==> config.mk <==
export PLATFORM = sky130hd
export DESIGN_NAME = uart_wb_bridge
export DESIGN_NICKNAME = d
export VERILOG_FILES = /design/src/rtl/uart_wb_bridge.sv
export SDC_FILE = /design/constraint.sdc
export NUM_CORES = 1
export LEC_CHECK = 0
export CORE_ASPECT_RATIO = 1.5
export CORE_MARGIN = 5
export CORE_UTILIZATION = 43
export DETAILED_ROUTE_END_ITERATION = 10
export GPL_TIMING_DRIVEN = 0
export MAX_ROUTING_LAYER = met4
export PLACE_DENSITY = 0.75
export SYNTH_ARGS = -nofsm -noshare
export SYNTH_HDL_FRONTEND = slang
export SYNTH_SLANG_ARGS = --single-unit
export TNS_END_PERCENT = 1
==> constraint.sdc <==
create_clock -name clk -period 1.8 [get_ports clk]
set_clock_uncertainty 0.2 [all_clocks]
set_input_delay 0.27 -clock clk [delete_from_list [all_inputs] [get_ports clk]]
set_output_delay 0.27 -clock clk [all_outputs]
set_load 0.02 [all_outputs]
==> src/rtl/uart_wb_bridge.sv <==
// uart_wb_bridge: host debug master that turns UART command bytes into
// single 32-bit Wishbone reads/writes and returns the reply over the UART.
//   'r' A3 A2 A1 A0           -> reply D3 D2 D1 D0
//   'w' A3 A2 A1 A0 D3..D0    -> reply ok_byte
// Optional feature: define UART_WB_TIMEOUT_EN to abort a bus cycle that sees
// no wb_ack_i within timeout_cycles clocks; the reply is then err_byte only.
module uart_wb_bridge #(
   parameter int unsigned timeout_cycles = 1024,
   parameter logic [7:0]  ok_byte        = 8'h2E,
   parameter logic [7:0]  err_byte       = 8'hEE
) (
   input  logic        clk,
   input  logic        reset,
   input  logic [7:0]  rx_data,
   input  logic        rx_avail,
   output logic        rx_ack,
   output logic [7:0]  tx_data,
   output logic        tx_wr,
   input  logic        tx_busy,
   output logic [31:0] wb_adr_o,
   output logic [31:0] wb_dat_o,
   input  logic [31:0] wb_dat_i,
   output logic [3:0]  wb_sel_o,
   output logic        wb_we_o,
   output logic        wb_cyc_o,
   output logic        wb_stb_o,
   input  logic        wb_ack_i,
   output logic        busy
);

   localparam logic [7:0] CMD_RD = 8'h72;
   localparam logic [7:0] CMD_WR = 8'h77;

   typedef enum logic [2:0] {
      ST_IDLE,
      ST_ADDR,
      ST_DATA,
      ST_BUS,
      ST_REPLY
   } state_t;

   state_t      r_state;
   logic [1:0]  r_cnt;       // byte counter for ADDR/DATA/REPLY
   logic [1:0]  r_last;      // index of the final reply byte (0 or 3)
   logic        r_we;        // latched command type
   logic [31:0] r_reply;     // reply bytes, sent MSB first
   logic        r_rx_ack;
   logic        r_tx_wr;
   logic [7:0]  r_tx_data;
   logic [31:0] r_adr;
   logic [31:0] r_dat;
   logic [3:0]  r_sel;
   logic        r_wb_we;
   logic        r_cyc;
   logic        r_stb;

   logic        w_rx_take;
   logic        w_tx_go;
   logic        w_tmo_hit;

   // A byte is taken only in the byte-collecting states and never in the
   // cycle right after an ack, so a held rx_avail cannot be consumed twice.
   assign w_rx_take = rx_avail && !r_rx_ack &&
                      (r_state == ST_IDLE || r_state == ST_ADDR || r_state == ST_DATA);

   // tx_busy is ignored in the cycle after a strobe; the transmitter may
   // not have raised it yet.
   assign w_tx_go = (r_state == ST_REPLY) && !tx_busy && !r_tx_wr;

`ifdef UART_WB_TIMEOUT_EN
   localparam int unsigned TW = (timeout_cycles > 1) ? $clog2(timeout_cycles) : 1;

   logic [TW-1:0] r_tmo;

   assign w_tmo_hit = (r_tmo == TW'(timeout_cycles - 1));

   // Ack-timeout counter: counts cycles spent in BUS, cleared elsewhere.
   always_ff @(posedge clk) begin
      if (reset || r_state != ST_BUS) begin
         r_tmo <= '0;
      end else if (!w_tmo_hit) begin
         r_tmo <= r_tmo + 1'b1;
      end
   end
`else
   logic w_unused_tmo;

   assign w_unused_tmo = (timeout_cycles == 32'd0);
   assign w_tmo_hit    = 1'b0;
`endif

   // Command FSM: collects bytes, runs one bus cycle, sends the reply.
   always_ff @(posedge clk) begin
      if (reset) begin
         r_state   <= ST_IDLE;
         r_cnt     <= '0;
         r_last    <= '0;
         r_we      <= 1'b0;
         r_reply   <= '0;
         r_rx_ack  <= 1'b0;
         r_tx_wr   <= 1'b0;
         r_tx_data <= '0;
         r_adr     <= '0;
         r_dat     <= '0;
         r_sel     <= '0;
         r_wb_we   <= 1'b0;
         r_cyc     <= 1'b0;
         r_stb     <= 1'b0;
      end else begin
         r_rx_ack <= w_rx_take;
         r_tx_wr  <= 1'b0;
         case (r_state)
            ST_IDLE: begin
               if (w_rx_take && (rx_data == CMD_RD || rx_data == CMD_WR)) begin
                  r_state <= ST_ADDR;
                  r_we    <= (rx_data == CMD_WR);
                  r_cnt   <= '0;
               end
            end
            ST_ADDR: begin
               if (w_rx_take) begin
                  r_adr <= {r_adr[23:0], rx_data};
                  r_cnt <= r_cnt + 2'd1;
                  if (r_cnt == 2'd3) begin
                     if (r_we) begin
                        r_state <= ST_DATA;
                     end else begin
                        r_state <= ST_BUS;
                        r_cyc   <= 1'b1;
                        r_stb   <= 1'b1;
                        r_sel   <= 4'hF;
                        r_wb_we <= 1'b0;
                     end
                  end
               end
            end
            ST_DATA: begin
               if (w_rx_take) begin
                  r_dat <= {r_dat[23:0], rx_data};
                  r_cnt <= r_cnt + 2'd1;
                  if (r_cnt == 2'd3) begin
                     r_state <= ST_BUS;
                     r_cyc   <= 1'b1;
                     r_stb   <= 1'b1;
                     r_sel   <= 4'hF;
                     r_wb_we <= 1'b1;
                  end
               end
            end
            ST_BUS: begin
               // ack has priority over a timeout in the same cycle
               if (wb_ack_i || w_tmo_hit) begin
                  r_state <= ST_REPLY;
                  r_cnt   <= '0;
                  r_cyc   <= 1'b0;
                  r_stb   <= 1'b0;
                  r_sel   <= '0;
                  r_wb_we <= 1'b0;
                  if (wb_ack_i) begin
                     if (r_we) begin
                        r_reply <= {ok_byte, 24'h0};
                        r_last  <= 2'd0;
                     end else begin
                        r_reply <= wb_dat_i;
                        r_last  <= 2'd3;
                     end
                  end else begin
                     r_reply <= {err_byte, 24'h0};
                     r_last  <= 2'd0;
                  end
               end
            end
            ST_REPLY: begin
               if (w_tx_go) begin
                  r_tx_wr   <= 1'b1;
                  r_tx_data <= r_reply[31:24];
                  r_reply   <= {r_reply[23:0], 8'h00};
                  r_cnt     <= r_cnt + 2'd1;
                  if (r_cnt == r_last) begin
                     r_state <= ST_IDLE;
                     r_cnt   <= '0;
                  end
               end
            end
            default: begin
               r_state <= ST_IDLE;
            end
         endcase
      end
   end

   assign rx_ack   = r_rx_ack;
   assign tx_wr    = r_tx_wr;
   assign tx_data  = r_tx_data;
   assign wb_adr_o = r_adr;
   assign wb_dat_o = r_dat;
   assign wb_sel_o = r_sel;
   assign wb_we_o  = r_wb_we;
   assign wb_cyc_o = r_cyc;
   assign wb_stb_o = r_stb;
   assign busy     = (r_state != ST_IDLE);

endmodule

* Yosys cells after proc, flatten, opt, wreduce, memory -nomap -nowiden
Index checks and enable logic that the tools add are counted.
** Word-level totals
- Register bits after elaboration :: 120
- Output and inout port bits :: 82
- Input bits :: 45
** Operators by class
- Multiplexer cells :: 40
- Reduce and logical (&&, ||, !) cells :: 27
- Equal/unequal tests :: 18
- $add $sub $neg :: 1
- Bitwise logic cells :: 1
** Operators by type and width (count)
- $mux 32 :: 3
- $pmux 32 s2 :: 1
- $mux 3 :: 8
- $mux 4 :: 6
- $eq 8x7->1 const B :: 2
- $pmux 3 s5 :: 1
- $mux 2 :: 6
- $pmux 4 s3 :: 1
- $mux 1 :: 11
- $ne 2x1->1 const B :: 5
- $ne 2x2->1 const B :: 5
- $reduce_and 2->1 :: 5
- $pmux 2 s4 :: 1
- $reduce_and 8->1 :: 1
- $reduce_and 7->1 :: 1
- $eq 3x2->1 const B :: 2
- $pmux 1 s3 :: 2
- $reduce_bool 3->1 :: 2
- $logic_and 1x1->1 :: 5
- $reduce_and 5->1 :: 1
- $reduce_bool 4->1 :: 1
- $reduce_or 2->1 :: 2
- $eq 3x1->1 const B :: 1
- $eq 3x3->1 const B :: 1
- 9 further kinds :: 13

* Longest topological paths before layout
Gate-level depths: netlist of run 1.
- Word-level depth :: 7
- Depth in mapped cells :: 7
- Gate-level depth less buffers :: 5

* Worst setup path before layout of run 1
Ideal clock, no wire load.
- Path kind :: flip-flop to flip-flop
- Start point :: register r_state[1]
- End point :: register r_dat[23] (netlist: wb_dat_o[23])
- Path slack :: -95 ps
- Period minus slack after synthesis :: 1895 ps
- Data required time :: 1466 ps
- Stages on the path, launching flop included :: 8
- Arrival time :: 1561 ps
- Buffers on the path :: 3
- Cell sequence :: dfxtp_1 -> buf_2 -> or3b_2 -> or2_2 -> clkbuf_1 -> buf_2 -> nand2_1 -> a21oi_1
** On the way
- Word-level cells in the longest chain between the ends :: 5
- Elaborated cells on any way between the ends :: 7
** Ends and longest elaborated chain
- from (decl) :: RTL line 42 : state_t r_state;
- from (signal assigned) :: RTL line 95 : r_state <= ST_IDLE;
- from (signal assigned) :: RTL line 115 : r_state <= ST_ADDR;
- from (signal assigned) :: RTL line 126 : r_state <= ST_DATA;
- $eq 3x1->1 / $logic_not 3->1 (equally long branches) :: RTL line 64 : (r_state == ST_IDLE || r_state == ST_ADDR || r_state == ST_DATA);
- $logic_or 1x1->1 (2 in series) :: RTL line 64
- $logic_and 1x1->1 :: RTL line 63 : assign w_rx_take = rx_avail && !r_rx_ack &&
- $reduce_and 2->1 (no line) (*)
- to (signal assigned) :: RTL line 139 : r_dat <= {r_dat[23:0], rx_data};
- to (decl) :: RTL line 51 : logic [31:0] r_dat;
Mark *: on every way between the ends. The rest lies on a longest branch, timed or not.
A chain may end at the register's enable or synchronous reset.

* Worst setup path in the final report of run 1
- Start point :: register r_state[0]
- End point :: register r_reply[29]
** On the way
- Word-level cells in the longest chain between the ends :: 5
- Elaborated cells on any way between the ends :: 9
** Ends and longest elaborated chain
- $eq 3x3->1 :: RTL line 68, 112
- $logic_and 1x1->1 (2 in series) :: RTL line 68 : assign w_tx_go = (r_state == ST_REPLY) && !tx_busy && !r_tx_wr;
- $ne 2x2->1 (no line)
- $reduce_and 3->1 (no line)
- to (signal assigned) :: RTL line 161 : r_reply <= {ok_byte, 24'h0};
- to (signal assigned) :: RTL line 164 : r_reply <= wb_dat_i;
- to (signal assigned) :: RTL line 168 : r_reply <= {err_byte, 24'h0};
- to (decl) :: RTL line 46 : logic [31:0] r_reply;
Parallel ways exist; a longest one is shown, timed or not.

==> results, run 1 <==
- The starting density of the core is 0.440.
- After legalization and detailed placement, the total HPWL measured 10200 um.
- By area, the combinational part of the netlist is dominated by simple AND/OR/NAND/NOR gates.
- The worst-case IR drop observed on VDD is roughly 0.83 mV.
- Clock-pin slew was measured on the worst setup and hold paths at 50 ps.
- Routability-driven placement finished with a final weighted congestion of 0.883.
- The power density normalized to cell area is 905 nW/um^2.
- The number of sinks handled by clock tree synthesis is about 120.
- The detail route stage leaves a number of antenna-violating nets equal to 0.
- The wire length after detailed routing is 14300 um.
- The average instance in the mapped netlist occupies around 8.1 um^2.
- Setup violations remaining at the end of the flow were counted as 99.
- The layout cell share with drive strength beyond 1 is 0.153.
- In this run, synthesis inferred 0 flip-flops with an integrated enable.
- The share of synthesized area spent on multiplexers is 0.00908.
- The slew of the pin with the lowest slew margin is about 800 ps.
- The die area is 13100 um^2.
- The net count after synthesis is 625.
- Synthesis handed over a netlist of between 500 and 600 instances.
- After routing the design area is 6940 um^2.
- The H-tree generated during clock tree synthesis spans 4 levels.
- STA classifies the critical path startpoint as a flip-flop.
- The highest routing layer actually used is met4.
- Timing would allow up to a little under 500 MHz.
- The number of global-route vias before repair was 4636.
- In this run the static leakage power is around 0.0029 uW.
- The count of yosys warnings during synthesis is 0.
- The proportion of register bits with asynchronous set or reset after synthesis is 0.
- 0 antenna diodes ended up in the layout.
- The tree is rooted in a sky130_fd_sc_hd__clkbuf_16.
- The combined global-route utilization of all metal layers is 0.217.
- The synthesized-area fraction occupied by adder cells is 0.00267.
- The buffer depth of the longest clock path is 2.
- The count of TritonRoute iterations in the first routing pass is 4.
- The overall die height is 138 um.
- The detailed router finished its first iteration with 196 violations.
- After filler insertion, the fill cell instance count of the layout stands at 907.
- The global route total overflow is 0.
- Of the total synthesized cell area, the portion taken by XOR and XNOR cells is 0.00374.
- The routed length per instance is 16.1 um.
- Of the post-synthesis cell area, the dominant cell type holds 0.492.
- The count of pins over their slew limit is 0.
- During placement, the flow inserted port buffers numbering 126.
- Summing all placed instances gives a cell area of 6140 um^2.
- Final hold analysis gives a worst-case slack of 219 ps.
- The sort of element at the end of the critical path is a flip-flop.
- Yosys mapped the design onto 45 distinct sky130hd cell types.
- The path type of the worst min-delay path is in2reg.
- After layout, the minimum clock period comes to just over 2000 ps.
- Of all nets on the critical path, the largest fanout is 7.
- The number of antenna violations at the first check in global routing was 0.
- The worst-case setup margin in the final layout is -228 ps.
- The count of boundary I/O pins is 127.
- The worst-skew pair later-pin latency is 400 ps.
- The flow ran to the end, but the final reports show violations.
- The leading cell type by number of instances after synthesis is sky130_fd_sc_hd__nand2_1.
- The area of the core is 10600 um^2.
- At the end of the flow, the number of nets in the layout was 780.
- The TritonCTS clock tree is done.
- Across the run, the number of max-cap violations was 0.
- The synthesized netlist occupies a cell area of 4680 um^2.
- The number of buffers inserted during clock tree synthesis is 17.
- The most area-hungry cell type in the Yosys netlist is sky130_fd_sc_hd__dfxtp_1.
- The number of hold violations in the final report is 0.
- The worst slew margin relative to its limit is 0.464.
- The compound-gate portion of the synthesized area came to 0.158.
- Of the total synthesized cell area, the portion taken by AND, OR, NAND and NOR gates is 0.278.
- For this run, design rule violations remaining after detail routing come to 0.
- The setup TNS is -7380 ps.
- Relative to the synthesized area, the layout overhead comes to 48.2%.
- By area the synthesized netlist is led by sky130_fd_sc_hd__dfxtp_1 (49%), sky130_fd_sc_hd__nand2_1 (13%), sky130_fd_sc_hd__a21oi_1 (8.9%).
- Entering global routing, the biggest net connects 17 pins.
- For this run, the leading register cell type out of synthesis is sky130_fd_sc_hd__dfxtp_1.
- Data arrives at the worst endpoint at 2160 ps.
- The number of rows created at floorplan is 46.
- The routed layout has 4750 vias.
- Using the TritonRoute via totals, the vias-per-cell ratio works out to 5.33.
- The register bit total from synthesis is 115.
- The wire length of the first global-routing pass is 21600 um.
- For this run, the register share of the synthesized area comes to 0.492.
- The checks that failed: setup timing.
- Of the available clock period, the critical path in the final layout requires 1.13.
- Setup repair after global routing could not meet its margin everywhere.
- Summed over all nets, wire length on met3 after detailed routing comes to 714 um.
- The setup path with the least slack is of type reg2reg.
- The total met2 wirelength after detailed routing is 7830 um.
- The die width is 95.2 um.
- Hold repair after CTS inserted 0 buffers.
- By count the netlist is led by sky130_fd_sc_hd__nand2_1 (161), sky130_fd_sc_hd__dfxtp_1 (115), sky130_fd_sc_hd__a21oi_1 (83), sky130_fd_sc_hd__clkbuf_1 (33), sky130_fd_sc_hd__nor2_1 (27).
- At the worst endpoint, the required time is 1930 ps.
- For this block, wires on met1 add up to between 5000 and 6000 um.
[registers in the layout (all words and copies together) (netlist names), 2 cells and up]
register,cells
r_state,3
r_reply,32
r_cnt,2
wb_dat_o,32
wb_adr_o,32
tx_data,8
[per-stage QoR]
stage               setup WS [ps]  instances  utilization  total power (uW)
floorplan                   -48.6        579            -              2680
global placement             -635        849        0.577              2820
detailed placement           -793        849        0.577              2820
CTS                          -179        881        0.635              6300
global route                 -257        891        0.652              6450
finish                       -228        891        0.652              6280
[where the power goes]
| part | leakage (uW) | internal (uW) | switching [uW] |
|---|---|---|---|
| registers | 0.000927 | 2550 | 1.86 |
| logic | 0.00165 | 122 | 110 |
| clock network | 0.000300 | 2380 | 1120 |
| total | 0.00288 | 5050 | 1230 |
[final timing paths]
kind	from	to	slack (ps)	cells past startpoint
min	wb_dat_i[2]	r_reply[2]	220	3
min reg2reg	wb_adr_o[27]	wb_adr_o[27]	250	2
max	r_state[0]	r_reply[29]	-230	8
max reg2reg	r_state[0]	r_reply[29]	-230	8
[layer usage]
layer	up-vias	GRT usage
met1	2237	0.208
met3	42	0.0503
met4	0	0.0931
met2	176	0.406
met5	-	-
li1	2295	-
[what timing repair did]
action	4_1_cts	5_1_grt
setup endpoints to repair	192	109
cloned	0	2
pin swaps	14	24
resized for setup	128	36
hold endpoints to repair	0	0
buffers inserted	0	8
[cells in the final DEF (no fill, tap or decap), types with 10 or more instances in the layout]
master / netlist / routed
sky130_fd_sc_hd__dfxtp_1: 115 / 112
sky130_fd_sc_hd__a21oi_1: 83 / 83
sky130_fd_sc_hd__clkbuf_2: 0 / 18
sky130_fd_sc_hd__buf_4: 5 / 19
sky130_fd_sc_hd__nor2_1: 27 / 26
sky130_fd_sc_hd__clkbuf_16: 0 / 18
sky130_fd_sc_hd__nand2_1: 161 / 160
sky130_fd_sc_hd__nor3_1: 25 / 21
sky130_fd_sc_hd__clkdlybuf4s50_1: 0 / 44
sky130_fd_sc_hd__a211oi_1: 21 / 16
sky130_fd_sc_hd__clkbuf_1: 33 / 10
sky130_fd_sc_hd__nor3b_1: 24 / 23
sky130_fd_sc_hd__dlygate4sd2_1: 0 / 77
[critical path, cell delays in order (launching register included)]
cell and delay (ps):
sky130_fd_sc_hd__dfxtp_1 310, sky130_fd_sc_hd__buf_6 130, sky130_fd_sc_hd__or3b_1 380, sky130_fd_sc_hd__buf_6 140, sky130_fd_sc_hd__o31ai_4 230, sky130_fd_sc_hd__buf_6 190, sky130_fd_sc_hd__buf_6 130, sky130_fd_sc_hd__o211ai_1 90
sky130_fd_sc_hd__a21oi_1 150
[cells by family after synthesis]
family / Yosys count
multiplexers: 4
buffers and inverters: 54
AO/OA/AOI/OAI: 124
adder cells (fa/ha/maj): 1
XOR/XNOR: 2
AND/OR/NAND/NOR: 279
flip-flops: 115
[layout make-up]
class,count,area [um^2],share of cell area
Buffer,52,367,0.0528
Clock buffer,22,464,0.0669
Clock inverter,10,155,0.0224
Inverter,2,7.51,0.00108
Multi-Input combinational cell,410,2210,0.319
Sequential cell,115,2310,0.332
Tap cell,144,180,0.0260
Timing Repair Buffer,136,1250,0.180
Power figures use the tool's default switching activity.
==> run 2, diff against run 1 <==
--- a/config.mk
+++ b/config.mk
@@ -9,7 +9,6 @@
 export CORE_MARGIN = 5
 export CORE_UTILIZATION = 43
 export DETAILED_ROUTE_END_ITERATION = 10
-export GPL_TIMING_DRIVEN = 0
 export MAX_ROUTING_LAYER = met4
 export PLACE_DENSITY = 0.75
 export SYNTH_ARGS = -nofsm -noshare
==> run 2 against run 1 <==
The run still ends with setup timing left. Total power is 0.33% lower. Via count fell by 3.3%. Combinational power is 7% higher. Sequential share of layout area down 0.32 points. Clock power barely moved. Highest routed layer unchanged.
==> results, run 2 (synthesis results as in run 1) <==
- For this run, the top clock speed supported by timing is 546 MHz.
- The final reports fail on setup timing.
- Summed over all layers, the routed wires come to 13000 um.
- The number of DRC violations after detailed routing is 0.
- The power density normalized to cell area is just under 900 nW/um^2.
- The root cell of the clock tree is sky130_fd_sc_hd__clkbuf_16.
- The path class of the tightest hold or removal check is in2reg.
- The wire length on met3 is 676 um.
- For the worst-skew pair, the clock arrives at the later sink with an insertion delay of 400 ps.
- Leaving out fill and tap cells, the most frequent cells in the layout are sky130_fd_sc_hd__nand2_1 (160), sky130_fd_sc_hd__dfxtp_1 (113), sky130_fd_sc_hd__dlygate4sd2_1 (81), sky130_fd_sc_hd__a21oi_1 (74), sky130_fd_sc_hd__clkdlybuf4s50_1 (43).
- The count of TritonRoute iterations in the first routing pass is 4.
- Detailed routing placed a total of about 7000 um of wire on met2.
- The die covers 13100 um^2.
- In this run the worst path has a maximum fanout of 7.
- The count of endpoints failing setup in the final report is 3.
- The number of clock buffers added by TritonCTS is 17.
- The tool flagged a number of max-cap violations equal to 0.
- The buffer depth of the longest clock path is 2.
- STA puts the critical path data required time at 1890 ps.
- The overall die height is 138 um.
- The routed design could run at a clock period as short as 1830 ps.
- The total overflow left after global routing is 0.
- Entering global routing, the biggest net connects 67 pins.
- The first global-routing pass estimated 20600 um of wire.
- Setup repair after global routing could not meet its margin everywhere.
- The via count of the routed design is 4591.
- In the finished design, the share of the clock period the worst path needs comes to 1.02.
- The count of buffers from port buffering is about 130.
- The worst-case vdd ir drop is 0.851 mV.
- The worst slew margin relative to its limit is 0.741.
- The die width is 95.2 um.
- The count of nets left with antenna violations once routing finished came out at 0.
- The number of global-route vias before repair is 4339.
- The instance count after placement with tap cells included is 847.
- The average vias per placed instance is 5.20.
- The met1 wire length is 4880 um.
- The leakage component of the power is around 0.0029 uW.
- The number of antenna violations at the first check in global routing came to 0.
- The count of boundary I/O pins is 127.
- In the final layout, the share of cells above drive strength 1 is 0.154.
- The sort of element at the end of the critical path is a flip-flop.
- The kind of launch point of the worst setup path is a flip-flop.
- The slew of the pin with the lowest slew margin is 379 ps.
- The H-tree generated during clock tree synthesis spans 4 levels.
- The congestion estimate from routability-driven global placement came to 0.867.
- The CTS clock-pin slew for the worst setup and hold paths is around 50 ps.
- The setup TNS is -53.3 ps.
- In the post-route analysis, the smallest setup slack over all paths is -30.4 ps.
- The library cell used most frequently in the layout, excluding fill and tap cells, is sky130_fd_sc_hd__nand2_1.
- The number of hold violations in the final report is 0.
- In the global route stage, overall resource usage came out at 0.206.
- The detailed-placement wirelength estimate is 9060 um.
- After floorplanning, the core was sized to cover 10600 um^2.
- The starting density of the core is 0.440.
- The net total in the final layout is between 700 and 800.
- The detailed router finished its first iteration with between 200 and 250 violations.
- The TritonCTS clock tree is done.
- At the worst endpoint, the arrival time is between 1500 and 2000 ps.
- The number of antenna diodes in the final layout is 0.
- The layout-stage area growth over the synthesis result is 49.6%.
- The flow ran to the end, but the final reports show violations.
- The number of rows created at floorplan is between 40 and 50.
- The number of sinks handled by clock tree synthesis is 115.
- The finished layout holds 883 standard cells, fillers aside.
- Signal routing reaches up to met4.
- The count of pins over their slew limit is 0.
- In the final routed layout, each cell accounts on average for ~15 um.
- The setup path with the least slack is of type reg2reg.
[run 2: cell types whose count changed in the layout (fill, tap and decap cells not counted), sizes merged]
cell / previous run / this run
clkinvlp: 2 / 6
dlygate4sd3: 0 / 1
buf: 36 / 54
dlygate4sd2: 77 / 81
clkdlybuf4s50: 44 / 43
clkinv: 4 / 2
clkbuf: 53 / 20
inv: 2 / 3
[run 2: final timing paths]
check	end	depth (start not counted)	from	slack, ps
setup / recovery	r_cnt[1]	7	r_state[1]	-30
setup reg to reg	r_cnt[1]	7	r_state[1]	-30
hold reg to reg	wb_adr_o[27]	2	wb_adr_o[27]	250
hold / removal	r_reply[6]	3	wb_dat_i[6]	220
[run 2: cell type report]
class | instances | area (um^2)
multi-input combinational | 410 | 2220
tap | 144 | 180
clock buffer | 19 | 433
clock inverter | 13 | 184
fill | 878 | 3640
timing repair buffer | 180 | 1680
inverter | 2 | 7.51
sequential | 115 | 2300
[run 2: critical path, cell delays in order (launching register included)]
cell and delay, ps:
sky130_fd_sc_hd__dfxtp_2 350, sky130_fd_sc_hd__buf_6 140, sky130_fd_sc_hd__buf_4 140, sky130_fd_sc_hd__nand2_1 100
sky130_fd_sc_hd__a21oi_2 80, sky130_fd_sc_hd__o31ai_2 230, sky130_fd_sc_hd__buf_4 160, sky130_fd_sc_hd__mux2_1 310
[run 2: timing repair]
| action | in CTS | in global routing |
|---|---|---|
| gates cloned | 0 | 1 |
| endpoints found under the setup margin | 117 | 77 |
| pin swaps | 0 | 14 |
| setup buffers | 0 | 2 |
| gates resized for setup | 90 | 23 |
| hold buffers | 1 | 0 |
| endpoints found under the hold margin | 3 | 0 |
[run 2: power by group]
part           internal [uW]  leakage, uW  switching [uW]
logic                    143      0.00167             106
registers               2550     0.000927            2.63
clock network           2310     0.000282            1140
total                   5000      0.00288            1250
[run 2: layer usage]
| layer | vias up | global-route usage |
|---|---|---|
| met5 | - | - |
| met4 | 0 | 0.105 |
| met3 | 32 | 0.0486 |
| met2 | 155 | 0.363 |
| met1 | 2137 | 0.211 |
| li1 | 2267 | - |
[run 2: per-stage QoR]
step	utilization	hold WS (ps)	total power [uW]	setup slack (ps)	cell area, um^2
floorplan	-	185	2680	-48.6	4700
global placement	0.597	242	2840	-411	6350
detailed placement	0.597	247	2850	-468	6350
CTS	0.649	206	6300	-198	6910
global route	0.658	213	6460	-91.7	7000
finish	0.658	220	6260	-30.4	7000
